<file path="config.mk">
export PLATFORM = sky130hd
export DESIGN_NAME = pic_scan_ctrl
export DESIGN_NICKNAME = d
export VERILOG_FILES = /design/src/rtl/pic_scan_pkg.sv /design/src/rtl/pic_row_serializer.sv /design/src/rtl/pic_scan_ctrl.sv
export SDC_FILE = /design/constraint.sdc
export NUM_CORES = 1
export LEC_CHECK = 0
export BUFFER_PORTS_ARGS = -buffer_cell sky130_fd_sc_hd__clkbuf_2
export CORE_ASPECT_RATIO = 1.2
export CORE_MARGIN = 2
export CORE_UTILIZATION = 55
export DETAILED_ROUTE_END_ITERATION = 10
export PLACE_DENSITY_LB_ADDON = 0.08
export SYNTH_ARGS = -nofsm -noshare
export SYNTH_HDL_FRONTEND = slang
export SYNTH_SLANG_ARGS = --single-unit
</file>
<file path="constraint.sdc">
create_clock -name clk -period 5.3 [get_ports clk]
set_input_delay 1.06 -clock clk [delete_from_list [all_inputs] [get_ports clk]]
set_output_delay 1.06 -clock clk [all_outputs]
set_load 0.01 [all_outputs]
</file>
<file path="src/rtl/pic_scan_pkg.sv">
// Shared constants and state encoding for the picture ROM frame scanner.
package pic_scan_pkg;

  localparam int ROW_W  = 240;
  localparam int ROWS   = 320;
  localparam int BEAT_W = 8;
  localparam int BEATS  = ROW_W / BEAT_W;
  localparam int BC_W   = (BEATS > 1) ? $clog2(BEATS) : 1;

  localparam int ROW_LAST  = ROWS - 1;
  localparam int BEAT_LAST = BEATS - 1;

  typedef enum logic [1:0] {
    IDLE,
    FETCH,
    SEND,
    DONE
  } scan_state_t;

endpackage

</file>
<file path="src/rtl/pic_row_serializer.sv">
// Holds one ROM row and presents it MSB-first, BEAT_W pixels at a time.
module pic_row_serializer #(
  parameter int ROW_W  = pic_scan_pkg::ROW_W,
  parameter int BEAT_W = pic_scan_pkg::BEAT_W
) (
  input  logic              clk,
  input  logic              rst,
  input  logic              load,
  input  logic              shift,
  input  logic [ROW_W-1:0]  din,
  output logic [BEAT_W-1:0] dout
);
  import pic_scan_pkg::*;

  logic [ROW_W-1:0] row_buf;

  // Load a fresh row, or move the next beat up into the MSBs once the current one is taken.
  always_ff @(posedge clk) begin
    if (rst) begin
      row_buf <= '0;
    end else if (load) begin
      row_buf <= din;
    end else if (shift) begin
      row_buf <= {row_buf[ROW_W-BEAT_W-1:0], {BEAT_W{1'b0}}};
    end
  end

  assign dout = row_buf[ROW_W-1 -: BEAT_W];

endmodule

</file>
<file path="src/rtl/pic_scan_ctrl.sv">
// Frame-scan controller: walks the picture ROM row by row with a per-frame
// latched scroll offset and streams each row out as valid/ready beats.
module pic_scan_ctrl #(
  parameter int ROW_W  = pic_scan_pkg::ROW_W,
  parameter int ROWS   = pic_scan_pkg::ROWS,
  parameter int BEAT_W = pic_scan_pkg::BEAT_W
) (
  input  logic              clk,
  input  logic              rst,
  input  logic              start,
  input  logic [8:0]        scroll_in,
  output logic [8:0]        ram_addr,
  output logic [8:0]        ram_offset,
  input  logic [ROW_W-1:0]  ram_q,
  output logic [BEAT_W-1:0] px_data,
  output logic              px_valid,
  input  logic              px_ready,
  output logic              px_sol,
  output logic              px_eol,
  output logic              px_eof,
  output logic              busy,
  output logic              frame_done
);
  import pic_scan_pkg::*;

  localparam int BEATS = ROW_W / BEAT_W;
  localparam int BC_W  = (BEATS > 1) ? $clog2(BEATS) : 1;
  localparam logic [BC_W-1:0] BEAT_LAST = BC_W'(BEATS - 1);
  localparam logic [8:0]      ROW_LAST  = 9'(ROWS - 1);

  scan_state_t     state;
  logic [8:0]      row;
  logic [BC_W-1:0] beat;
  logic [BC_W-1:0] beat_next;
  logic            beat_next_last;
  logic            row_is_last;
  logic            buf_load;
  logic            buf_shift;

  // Next-beat decode shared by the flag updates so eol/eof line up with the beat they mark.
  always_comb begin
    beat_next      = beat + 1'b1;
    beat_next_last = (beat_next == BEAT_LAST);
    row_is_last    = (row == ROW_LAST);
  end

  // The row buffer fills during FETCH and only advances when a non-final beat is accepted.
  assign buf_load  = (state == FETCH);
  assign buf_shift = (state == SEND) && px_ready && (beat != BEAT_LAST);

  pic_row_serializer #(
    .ROW_W  (ROW_W),
    .BEAT_W (BEAT_W)
  ) u_ser (
    .clk   (clk),
    .rst   (rst),
    .load  (buf_load),
    .shift (buf_shift),
    .din   (ram_q),
    .dout  (px_data)
  );

  // Scan FSM: counters, ROM address/offset and all stream flags are registered here together.
  always_ff @(posedge clk) begin
    if (rst) begin
      state      <= IDLE;
      row        <= '0;
      beat       <= '0;
      ram_addr   <= '0;
      ram_offset <= '0;
      px_valid   <= 1'b0;
      px_sol     <= 1'b0;
      px_eol     <= 1'b0;
      px_eof     <= 1'b0;
      busy       <= 1'b0;
      frame_done <= 1'b0;
    end else begin
      case (state)
        IDLE: begin
          frame_done <= 1'b0;
          if (start) begin
            ram_offset <= scroll_in;
            row        <= '0;
            ram_addr   <= '0;
            busy       <= 1'b1;
            state      <= FETCH;
          end
        end

        FETCH: begin
          beat     <= '0;
          px_valid <= 1'b1;
          px_sol   <= 1'b1;
          px_eol   <= (BEAT_LAST == '0);
          px_eof   <= (BEAT_LAST == '0) && row_is_last;
          state    <= SEND;
        end

        SEND: begin
          if (px_ready) begin
            if (beat != BEAT_LAST) begin
              beat   <= beat_next;
              px_sol <= 1'b0;
              px_eol <= beat_next_last;
              px_eof <= beat_next_last && row_is_last;
            end else begin
              px_valid <= 1'b0;
              px_sol   <= 1'b0;
              px_eol   <= 1'b0;
              px_eof   <= 1'b0;
              if (!row_is_last) begin
                row      <= row + 9'd1;
                ram_addr <= row + 9'd1;
                state    <= FETCH;
              end else begin
                frame_done <= 1'b1;
                state      <= DONE;
              end
            end
          end
        end

        DONE: begin
          frame_done <= 1'b0;
          busy       <= 1'b0;
          state      <= IDLE;
        end

        default: begin
          state <= IDLE;
        end
      endcase
    end
  end

endmodule

</file>
**Yosys cells after proc, flatten, opt, wreduce, memory -nomap -nowiden**

Index checks and enable logic that the tools add are counted.

- Flip-flop bits (word level): 271
- Latch bits: 0
- Bits in writable memories: 0
- Memory bits (read-only): 0
- Bits of input ports: 253
- Output and inout bits: 32
- Logic and storage cells: 75
- Memories kept: 0

- Add/subtract/negate cells: 2
- $mul: 0
- Divide/modulo/power cells: 0
- $lt $le $gt $ge: 0
- Equality and inequality tests: 12
- Shifts and indexed selects: 0
- Muxes and demuxes: 32
- Bitwise operators: 0
- Reductions and logical operators: 18

Operators with widths:

| cell | count |
|---|---|
| 240-bit 2-to-1 mux | 2 |
| 9-bit 2-to-1 mux | 4 |
| 9-bit case mux with 2 select lines | 1 |
| 1-bit case mux with 2 select lines | 6 |
| 1-bit 2-to-1 mux | 11 |
| 5-bit 2-to-1 mux | 2 |
| 2-bit inequality test, second input constant | 5 |
| 5-bit case mux with 2 select lines | 1 |
| 2-bit nonzero test | 5 |
| 9-bit by 1-bit adder with 9-bit output, second input constant | 1 |
| 9-bit == test, second input constant | 1 |
| 3-bit AND reduction | 3 |
| 2-bit 2-to-1 mux | 4 |
| 2-bit case mux with 4 select lines | 1 |
| 2-bit AND reduction | 3 |
| 5-bit by 1-bit adder with 5-bit output, second input constant | 1 |
| 5-bit == test, second input constant | 1 |
| 5-bit inequality test, second input constant | 1 |
| 5-bit AND reduction | 1 |
| 2-bit == test, second input constant | 2 |
| 4-bit AND reduction | 1 |
| 1-bit logical AND | 3 |
| 2-bit by 1-bit == test with 1-bit output, second input constant | 1 |
| 2-bit logical NOT | 1 |
| other kinds (2) | 2 |

**Longest topological paths before layout**

Gate-level depths: netlist of run 1.

- Word-level depth: 6
- Gate-level depth with buffers: 9
- Depth with buffers taken out: 6

**Modules after synthesis**

Synthesis of run 1 repeated with hierarchy kept, for this count alone.

- Cell total of the unflattened synthesis: 1266
- Area, all modules: 12936.2 um^2

By module, submodules not included:

| module | times used | cells an instance | area each (um^2) | sequential area each (um^2) |
|---|---|---|---|---|
| pic_row_serializer | 1 | 1076 | 11358.4 | 4804.6 |
| pic_scan_ctrl | 1 | 190 | 1577.8 | 620.6 |

**Least setup slack after synthesis of run 1**

Ideal clock, no wire load.

- Kind: input -> register
- Start point: in px_ready
- End point: reg u_ser.row_buf[222]
- Library setup time: 0.132 ns
- Data arrival time: 2.012 ns
- Data required time: 5.168 ns
- Setup slack: 3.156 ns
- Cell stages on the path: 7
- Path buffers: 3
- Cell sequence: and2_2 > buf_6 > nand2_2 > buf_4 > buf_6 > a211oi_1 > nor3_1

- Longest elaborated chain between the ends: 3

Ends and longest elaborated chain:

| what | RTL line | text |
|---|---|---|
| start: declaration | pic_scan_ctrl.sv:17 | `input logic px_ready,` |
| 1-bit logical AND (2 in series) | pic_scan_ctrl.sv:49 | `assign buf_shift = (state == SEND) && px_ready && (beat != BEAT_LAST);` |
| 2-bit nonzero test (no line) | -- |  |
| end signal: assignment | pic_row_serializer.sv:22 | `row_buf <= din;` |
| end signal: assignment | pic_row_serializer.sv:24 | `row_buf <= {row_buf[ROW_W-BEAT_W-1:0], {BEAT_W{1'b0}}};` |
| end: declaration | pic_row_serializer.sv:15 | `logic [ROW_W-1:0] row_buf;` |

No other way between the ends.
A chain may end at the register's enable or synchronous reset.

**Worst setup path after layout of run 1**

- Start point: reg beat[0]
- End point: reg u_ser.row_buf[196]

- Longest elaborated chain between the ends: 3

Ends and longest elaborated chain:

| what | RTL line | text |
|---|---|---|
| start: declaration | pic_scan_ctrl.sv:33 | `logic [BC_W-1:0] beat;` |
| start signal: assignment | pic_scan_ctrl.sv:102 | `beat <= beat_next;` |
| 5-bit inequality test | pic_scan_ctrl.sv:49 |  |
| 1-bit logical AND | pic_scan_ctrl.sv:49 |  |
| 2-bit nonzero test (no line) | -- |  |

No other way between the ends.

==> results.py, run 1 <==
metrics = {
    "status": {
        "outcome": "complete, no violations",
    },
    "setup_path": {
        "crit_fanout": 189,
        "path_class": "reg -> reg",
        "critPathLaunchType": "flip-flop",
        "r2r_slack_ns": 1.67,
        "required_ns": 5.74,
        "crit_arrival_ns": 4.08,
        "end_kind": "flip-flop",
        "crit_slowest_cell": "nand2_8",
        "crit_chain": "ha_1 > nand4_4 > nand2_8 > buf_4 > a211oi_1 > nor3_1",
        "max_stage_delay_ns": 1.16,
    },
    "sta": {
        "fin_crit_ns": 3.63,
        "maxSlewViolCount": 0,
        "rsz0062_at_grt": "false",
        "finalClockSkew_ns": 0.00644,
        "relSlewSlack": 0.146,
        "worstMarginPinSlew_ns": 1.28,
        "post-route-period-util": 0.686,
        "fmax_mhz": 275,
        "fin_tns_setup_ns": 0,
        "hold_viol_final": 0,
        "setup_viol": 0,
    },
    "synthesis": {
        "ys_ff_latch": 271,
        "synth_enable_flop_cells": 0,
        "avgSynthCellArea_um2": 8.46,
        "ys_seq_area_frac": 0.413,
        "yosys_warnings": 0,
        "ys_types": 45,
        "async_flop_share": 0,
        "syn-cell-area_mm2": 0.0131,
        "ys.flop_type": "dfxtp_1",
        "synthCells": 1551,
        "synthesis.nets": 1812,
    },
    "detailed_routing": {
        "vias_per_cell": 5.72,
        "routed_wl_um": 33700,
        "vias": 11600,
        "first_iter_violations": 916,
        "drcViolationCount": 0,
        "antenna_left": 0,
        "dr.pass1.iters": 5,
        "wl_per_cell_um": 16.5,
    },
    "clocking": {
        "path_clk_slew_ns": 0.06,
        "cts_resized": 0,
        "postCtsHoldBufs": 0,
        "clock-root-buffer": "clkbuf_16",
        "cts_tree": "done",
        "cts_max_level": 1,
        "cts_sinks": 271,
        "cts_buffers": 28,
        "postCtsSetupRepairBufs": 0,
        "clock_path_buffers": 3,
        "clock_latency_ns": 0.53,
    },
    "power": {
        "p_leak_nw": 6.71,
        "powerDensity_mw_per_mm2": 521,
        "vdd_drop_max_mv": 0.282,
    },
    "global_routing": {
        "grt_pass1_vias": 11200,
        "grt_max_degree": 192,
        "antenna_found_initial": 1,
        "gr-total-overflow": 0,
        "track_usage": 0.258,
        "grt_pass1_wl_um": 55700,
    },
    "flow_run": {
        "max-cap-violations": 0,
    },
    "floorplan": {
        "die_h_um": 173,
        "die_x_um": 145,
        "rows": 61,
        "core_mm2": 0.0233,
        "ios": 285,
        "initial_core_util": 0.564,
        "die-area_mm2": 0.0251,
    },
    "finish": {
        "syn2layout_area_growth_pct": 15.2,
        "nets": 1961,
        "fin_cells": 2034,
        "drive_above_1_share": 0.200,
        "final_cell_mix": "283 x clkbuf_2, 271 x dfxtp_1, 239 x nor3_1",
        "layout_commonest_cell": "clkbuf_2",
    },
    "place": {
        "io_buffers": 284,
        "dp_hpwl_um": 20200,
        "gp_congestion": 0.804,
        "dp_cells": 1985,
    },
    "min_path": {
        "hp-class": "reg -> reg",
    },
}
## critical path, delay by kind of cell (launching register included)
family / cells / cell delay (ns)
DFF: 1 / 0.43
and+or+nand+nor: 3 / 2.16
buffers and inverters: 1 / 0.46
adders and majority gates: 1 / 0.24
AOI/OAI and AO/OA: 1 / 0.12
## area by class of cell
type / instances / area (µm²)
clock inverter: 7 / 60.1
sequential: 271 / 5430
timing repair buffer: 293 / 1540
antenna: 1 / 2.50
multi-input combinational: 1094 / 6820
inverter: 12 / 45.0
fill: 2076 / 8150
clock buffer: 41 / 841
tap: 315 / 394
## final timing paths
kind            startpoint                 end  depth (start not counted)
max                beat[0]  u_ser.row_buf[196]                          6
min          ram_offset[3]       ram_offset[3]                          2
max reg2reg        beat[0]  u_ser.row_buf[196]                          6
min reg2reg  ram_offset[3]       ram_offset[3]                          2
## synth_stat cells (all sizes together), types with 2 or more instances
| library cell | instances | share of area |
|---|---|---|
| a211oi | 234 | 0.13 |
| a21oi | 30 | 0.011 |
| a31oi | 10 | 0.0048 |
| and2 | 3 | 0.0015 |
| and3 | 234 | 0.11 |
| buf | 43 | 0.028 |
| clkbuf | 131 | 0.038 |
| dfxtp | 271 | 0.41 |
| ha | 8 | 0.0076 |
| inv | 12 | 0.0034 |
| nand2 | 41 | 0.012 |
| nand3 | 7 | 0.0027 |
| nand3b | 8 | 0.0046 |
| nand4 | 2 | 0.0021 |
| nor2 | 15 | 0.0043 |
| nor2b | 234 | 0.11 |
| nor3 | 240 | 0.092 |
| nor4 | 2 | 0.00095 |
| o211ai | 2 | 0.0011 |
| o21ai | 5 | 0.0019 |
| or3 | 2 | 0.00095 |
| xnor2 | 3 | 0.0020 |
## per-stage QoR
step | total power, mW | hold WS, ns | util | instance area (µm²) | setup WS, ns
floorplan | 5.40 | 0.459 | - | 13100 | 3.16
global placement | 5.90 | 0.443 | 0.611 | 14200 | 1.63
detailed placement | 5.97 | 0.449 | 0.611 | 14200 | 1.62
CTS | 7.93 | 0.458 | 0.650 | 15100 | 1.68
global route | 8.45 | 0.479 | 0.650 | 15100 | 1.33
finish | 7.89 | 0.456 | 0.650 | 15100 | 1.67
## power breakdown
part | internal [mW] | switching [mW]
Combinational | 1.29 | 1.47
Sequential | 2.80 | 0.390
Clock | 1.14 | 0.792
## kinds of logic after synthesis
family | after synthesis | synth area share
xor+xnor | 3 | 0.00200
buf+inv | 186 | 0.0693
mux | 1 | 0.000762
flops | 271 | 0.413
fa+ha+maj | 8 | 0.00762
simple gates | 793 | 0.348
compound gates | 289 | 0.159
## per-layer routing
| metal | vias to the layer above | wire length, µm | global-route usage |
|---|---|---|---|
| li1 | 5901 | - | - |
| met1 | 5394 | 14900 | 0.347 |
| met2 | 299 | 15900 | 0.427 |
| met3 | 41 | 2250 | 0.0550 |
| met4 | 0 | 618 | 0.0611 |
| met5 | - | 0 | 0 |
## flip-flops by register name, summed over array words and instances (netlist names)
| signal | cells |
|---|---|
| beat | 5 |
| busy | 1 |
| frame_done | 1 |
| px_eof | 1 |
| px_eol | 1 |
| px_sol | 1 |
| px_valid | 1 |
| ram_offset | 9 |
| row | 9 |
| state | 2 |
| u_ser.row_buf | 240 |
No activity file was read; power rests on OpenSTA's default activity.
==> run 2: changes to the inputs <==
==> constraint.sdc (replaced) <==
create_clock -name clk -period 3.6 [get_ports clk]
set_input_delay 0.72 -clock clk [delete_from_list [all_inputs] [get_ports clk]]
set_output_delay 0.72 -clock clk [all_outputs]
set_load 0.01 [all_outputs]
==> run 2 against run 1 <==
Effect of this change:
- global-route usage fell by 0.37 points
- register-to-register slack got worse by 0.47 ns
- maximum frequency increased by 51%
- highest routed layer is now met5
- first-iteration DRC count is 7.4% lower
- total power is 48% higher
- cell area increased by 0.53%
- sequential cell count did not move
- largest cell class unchanged
==> results.py, run 2 (same netlist as run 1, synthesis figures left out) <==
metrics = {
    "status": {
        "outcome": "complete, no violations",
    },
    "global_routing": {
        "grt_pass1_wl_um": 55200,
        "antenna_found_initial": 2,
        "gr-total-overflow": 0,
        "track_usage": 0.255,
        "grt_pass1_vias": 11200,
        "grt_max_degree": 240,
    },
    "setup_path": {
        "path_class": "reg -> reg",
        "r2r.worst_path.cells": 6,
        "r2r_slack_ns": 1.20,
        "critPathLaunchType": "flip-flop",
        "rr_endpoint": "u_ser.row_buf[214]",
        "crit_arrival_ns": 2.84,
        "end_kind": "flip-flop",
        "r2r_start": "state[1]",
        "required_ns": 4.04,
        "crit_fanout": 237,
    },
    "finish": {
        "regMostFlops": "u_ser.row_buf",
        "largest_reg_flops": 240,
        "syn2layout_area_growth_pct": 15.8,
        "nets": 1964,
        "top_regs": "u_ser.row_buf: 240 flops, ram_offset: 9 flops, row: 9 flops",
        "n_fill_cell": 2060,
        "layout_commonest_cell": "clkbuf_2",
        "final_cell_mix": "283 x clkbuf_2, 271 x dfxtp_1, 239 x nor3_1",
        "multi_input_area_mm2": 0.00682,
        "regArea_mm2": 0.00543,
        "drive_above_1_share": 0.203,
    },
    "sta": {
        "relSlewSlack": 0.415,
        "fmax_mhz": 416,
        "fin_crit_ns": 2.40,
        "hold_viol_final": 0,
        "rsz0062_at_grt": "false",
        "maxSlewViolCount": 0,
        "holdWs_ns": 0.407,
        "fin_tns_setup_ns": 0,
        "worstMarginPinSlew_ns": 0.877,
        "finalClockSkew_ns": 0.0169,
        "setup_viol": 0,
        "post-route-period-util": 0.668,
    },
    "floorplan": {
        "die-area_mm2": 0.0251,
        "rows": 61,
        "core_mm2": 0.0233,
        "die_h_um": 173,
        "die_x_um": 145,
        "ios": 285,
        "initial_core_util": 0.564,
    },
    "min_path": {
        "hold-path-cell-count": 3,
        "hold_path.startpoint": "scroll_in[0]",
        "hp-class": "in -> reg",
        "hold_end": "ram_offset[0]",
    },
    "clocking": {
        "path_clk_slew_ns": 0.06,
        "cts_max_level": 1,
        "clock-root-buffer": "clkbuf_16",
        "cts_sinks": 271,
        "cts_tree": "done",
        "clock_latency_ns": 0.53,
        "clock_path_buffers": 3,
        "cts_buffers": 28,
        "postCtsSetupRepairBufs": 0,
        "postCtsHoldBufs": 0,
        "cts_resized": 0,
    },
    "power": {
        "vdd_drop_max_mv": 0.658,
        "powerDensity_mw_per_mm2": 768,
        "p_leak_nw": 6.76,
    },
    "detailed_routing": {
        "routed_wl_um": 33500,
        "routed.top_layer": "met5",
        "antenna_left": 0,
        "dr.pass1.iters": 4,
        "wl_per_cell_um": 16.4,
        "wl_met3_um": 2020,
        "wl_met1_um": 15100,
        "vias_per_cell": 5.67,
        "vias": 11600,
        "first_iter_violations": 848,
        "wl_met2_um": 15700,
        "drcViolationCount": 0,
    },
    "place": {
        "dp_hpwl_um": 20200,
        "gp_congestion": 0.811,
        "io_buffers": 284,
    },
    "flow_run": {
        "max-cap-violations": 0,
    },
}
## run 2: stage by stage
step	power, mW	instances	instance area (µm²)	setup WS, ns	utilization
after floorplan	7.95	1551	13100	1.80	-
after global placement	8.71	1988	14300	1.21	0.613
after detailed placement	8.82	1988	14300	1.18	0.613
after CTS	11.7	2038	15200	1.27	0.653
after global routing	12.5	2038	15200	1.04	0.653
final	11.7	2039	15200	1.20	0.653
## run 2: cell type report
class,count,share of cell area
Multi-Input combinational cell,1094,0.449
Sequential cell,271,0.357
Timing Repair Buffer,296,0.105
Clock buffer,37,0.0530
Tap cell,315,0.0259
Clock inverter,13,0.00757
Inverter,12,0.00296
Antenna cell,1,0.000165
## run 2: worst max path at each step
| stage | from | to |
|---|---|---|
| 3_5_place_dp | rst | u_ser.row_buf[226] |
| 6_report | state[1] | u_ser.row_buf[214] |
| 2_1_floorplan | px_ready | u_ser.row_buf[222] |
| 3_3_place_gp | rst | u_ser.row_buf[233] |
| 4_1_cts | state[1] | beat[4] |
| 5_1_grt | state[1] | u_ser.row_buf[36] |
## run 2: worst max-delay path: stages, from the launching register on
cell	delay [ns]
dfxtp_1	0.44
ha_1	0.34
and2_4	0.24
buf_12	0.53
and3_1	0.29
a211oi_1	0.05
nor3_1	0.20
## run 2: routing by layer
layer	GRT usage	vias up
met5	0	-
met4	0.0623	2
met3	0.0492	52
met2	0.421	265
met1	0.344	5333
li1	-	5900
## run 2: report_power, final
group	total, mW	switching [mW]	internal, mW
logic	4.09	2.18	1.91
clock network	2.88	1.17	1.71
registers	4.70	0.573	4.13
==> run 3: changes to the inputs <==
--- a/config.mk
+++ b/config.mk
@@ -8,7 +8,7 @@
 export BUFFER_PORTS_ARGS = -buffer_cell sky130_fd_sc_hd__clkbuf_2
 export CORE_ASPECT_RATIO = 1.2
 export CORE_MARGIN = 2
-export CORE_UTILIZATION = 55
+export CORE_UTILIZATION = 50
 export DETAILED_ROUTE_END_ITERATION = 10
 export PLACE_DENSITY_LB_ADDON = 0.08
 export SYNTH_ARGS = -nofsm -noshare
==> constraint.sdc (replaced) <==
create_clock -name clk -period 2.05 [get_ports clk]
set_input_delay 0.41 -clock clk [delete_from_list [all_inputs] [get_ports clk]]
set_output_delay 0.41 -clock clk [all_outputs]
set_load 0.01 [all_outputs]
==> run 3 against run 2 <==
Effect of this change:
- largest power group unchanged
- critical endpoint is now u_ser.row_buf[196]
- total power is 80% higher
- sequential power is 75% higher
- cell count is 2.4% higher
- sequential share of layout area is 1.1 points lower
- largest cell class unchanged
- count of clock-buffer cells in the layout is 8 higher
- die area is 9.7% higher
- clock skew is 0.010 ns lower
- register-to-register slack worse by 1.1 ns
==> results.py, run 3 (same netlist as run 1, synthesis figures left out) <==
metrics = {
    "status": {
        "outcome": "complete, no violations",
    },
    "floorplan": {
        "die_x_um": 152,
        "die_h_um": 182,
        "initial_core_util": 0.512,
        "die-area_mm2": 0.0276,
        "core_mm2": 0.0256,
        "rows": 64,
        "ios": 285,
    },
    "place": {
        "dp_hpwl_um": 22300,
        "gp_congestion": 0.819,
        "io_buffers": 284,
        "place_area_mm2": 0.0147,
        "pre_cts_ws_ns": 0.0955,
    },
    "sta": {
        "setup_viol": 0,
        "fin_ws_ns": 0.144,
        "maxSlewViolCount": 0,
        "fin_crit_ns": 1.91,
        "holdWs_ns": 0.0835,
        "post-route-period-util": 0.930,
        "finalClockSkew_ns": 0.00659,
        "rsz0062_at_grt": "true",
        "relSlewSlack": 0.668,
        "worstMarginPinSlew_ns": 0.497,
        "hold_viol_final": 0,
        "fmax_mhz": 525,
    },
    "finish": {
        "layout_commonest_cell": "clkbuf_2",
        "regMostFlops": "u_ser.row_buf",
        "drive_above_1_share": 0.216,
        "multi_input_area_mm2": 0.00685,
        "largest_reg_flops": 240,
        "top_regs": "u_ser.row_buf: 240 flops, ram_offset: 9 flops, row: 9 flops",
        "final_cell_mix": "283 x clkbuf_2, 271 x dfxtp_1, 239 x nor3_1",
        "syn2layout_area_growth_pct": 19.6,
        "regArea_mm2": 0.00543,
        "nets": 1998,
        "final_cell_area_mm2": 0.0157,
        "n_fill_cell": 2342,
    },
    "min_path": {
        "hold-path-cell-count": 3,
        "hp-class": "in -> reg",
    },
    "detailed_routing": {
        "vias": 11800,
        "first_iter_violations": 810,
        "vias_per_cell": 5.66,
        "drcViolationCount": 0,
        "routed_wl_um": 35700,
        "antenna_left": 0,
        "dr.pass1.iters": 5,
        "wl_per_cell_um": 17.1,
    },
    "clocking": {
        "postCtsHoldBufs": 0,
        "cts_sinks": 271,
        "clock_latency_ns": 0.54,
        "cts_max_level": 1,
        "clock-root-buffer": "clkbuf_16",
        "cts_tree": "done",
        "path_clk_slew_ns": 0.06,
        "cts_buffers": 29,
        "clock_path_buffers": 3,
    },
    "global_routing": {
        "grt_use_met1": 0.342,
        "gr-total-overflow": 0,
        "track_usage": 0.243,
        "met2_usage": 0.394,
        "grt_max_degree": 125,
        "grt_pass1_vias": 11300,
        "met3_usage": 0.0372,
        "grt_pass1_wl_um": 57600,
        "grt-busiest-layer": "met2",
        "antenna_found_initial": 1,
    },
    "power": {
        "vdd_drop_max_mv": 0.986,
        "p_leak_nw": 7.00,
        "powerDensity_mw_per_mm2": 1340,
    },
    "setup_path": {
        "crit_fanout": 45,
        "max_stage_delay_ns": 0.43,
        "critPathBufInv": 1,
        "r2r.worst_path.cells": 6,
        "crit_arrival_ns": 2.36,
        "end_kind": "flip-flop",
        "path_class": "reg -> reg",
        "crit_chain": "ha_1 > and2_4 > buf_4 > and3_1 > a211oi_1 > nor3_1",
        "cp_num_cells": 6,
        "critPathLaunchType": "flip-flop",
        "required_ns": 2.51,
        "cpLargestDelayFamily": "simple AND/OR/NAND/NOR gates",
        "crit_slowest_cell": "dfxtp_1",
    },
    "flow_run": {
        "max-cap-violations": 0,
    },
}
-- run 3: what timing repair did --
| action | 4_1_cts | 5_1_grt |
|---|---|---|
| endpoints found under the hold margin | 0 | 0 |
| endpoints found under the setup margin | 0 | 64 |
| buffers inserted | 0 | 2 |
| resized for setup | 0 | 5 |
-- run 3: area by class of cell --
cell class	count	area share
multi-input combinational	1096	0.436
sequential	271	0.346
timing repair buffer	327	0.130
clock buffer	45	0.0558
tap	330	0.0263
clock inverter	5	0.00319
inverter	12	0.00287
antenna	1	0.000159
-- run 3: power breakdown --
group | total, mW | switching (mW) | internal (mW)
Sequential | 8.24 | 0.996 | 7.25
Clock | 5.12 | 2.09 | 3.03
Combinational | 7.60 | 3.94 | 3.66
Total | 21.0 | 7.03 | 13.9
-- run 3: per-layer routing --
metal,wire length [µm],vias to the layer above
met4,829,0
met5,0,-
met3,1800,54
met2,16600,285
li1,-,5985
met1,16500,5492
-- run 3: metrics by stage --
stage          setup TNS (ns)   util  std cells  power, mW
2_1_floorplan               0      -       1551       14.0
3_3_place_gp                0  0.573       2031       15.7
3_5_place_dp                0  0.573       2031       15.9
4_1_cts                     0  0.609       2081       21.0
5_1_grt              -0.00543  0.613       2086       22.5
6_report                    0  0.613       2087       21.0
-- run 3: path summary, 6_finish.rpt --
kind	from	to	slack, ns
hold reg to reg	ram_offset[3]	ram_offset[3]	0.46
setup / recovery	state[1]	u_ser.row_buf[196]	0.14
hold / removal	scroll_in[8]	ram_offset[8]	0.08
setup reg to reg	state[1]	u_ser.row_buf[196]	0.14
-- run 3: worst reg2reg max path, cell delays in order (launching register included) --
cell	delay, ns
dfxtp_1	0.43
ha_1	0.20
and2_4	0.27
buf_4	0.38
and3_1	0.28
a211oi_1	0.06
nor3_1	0.20
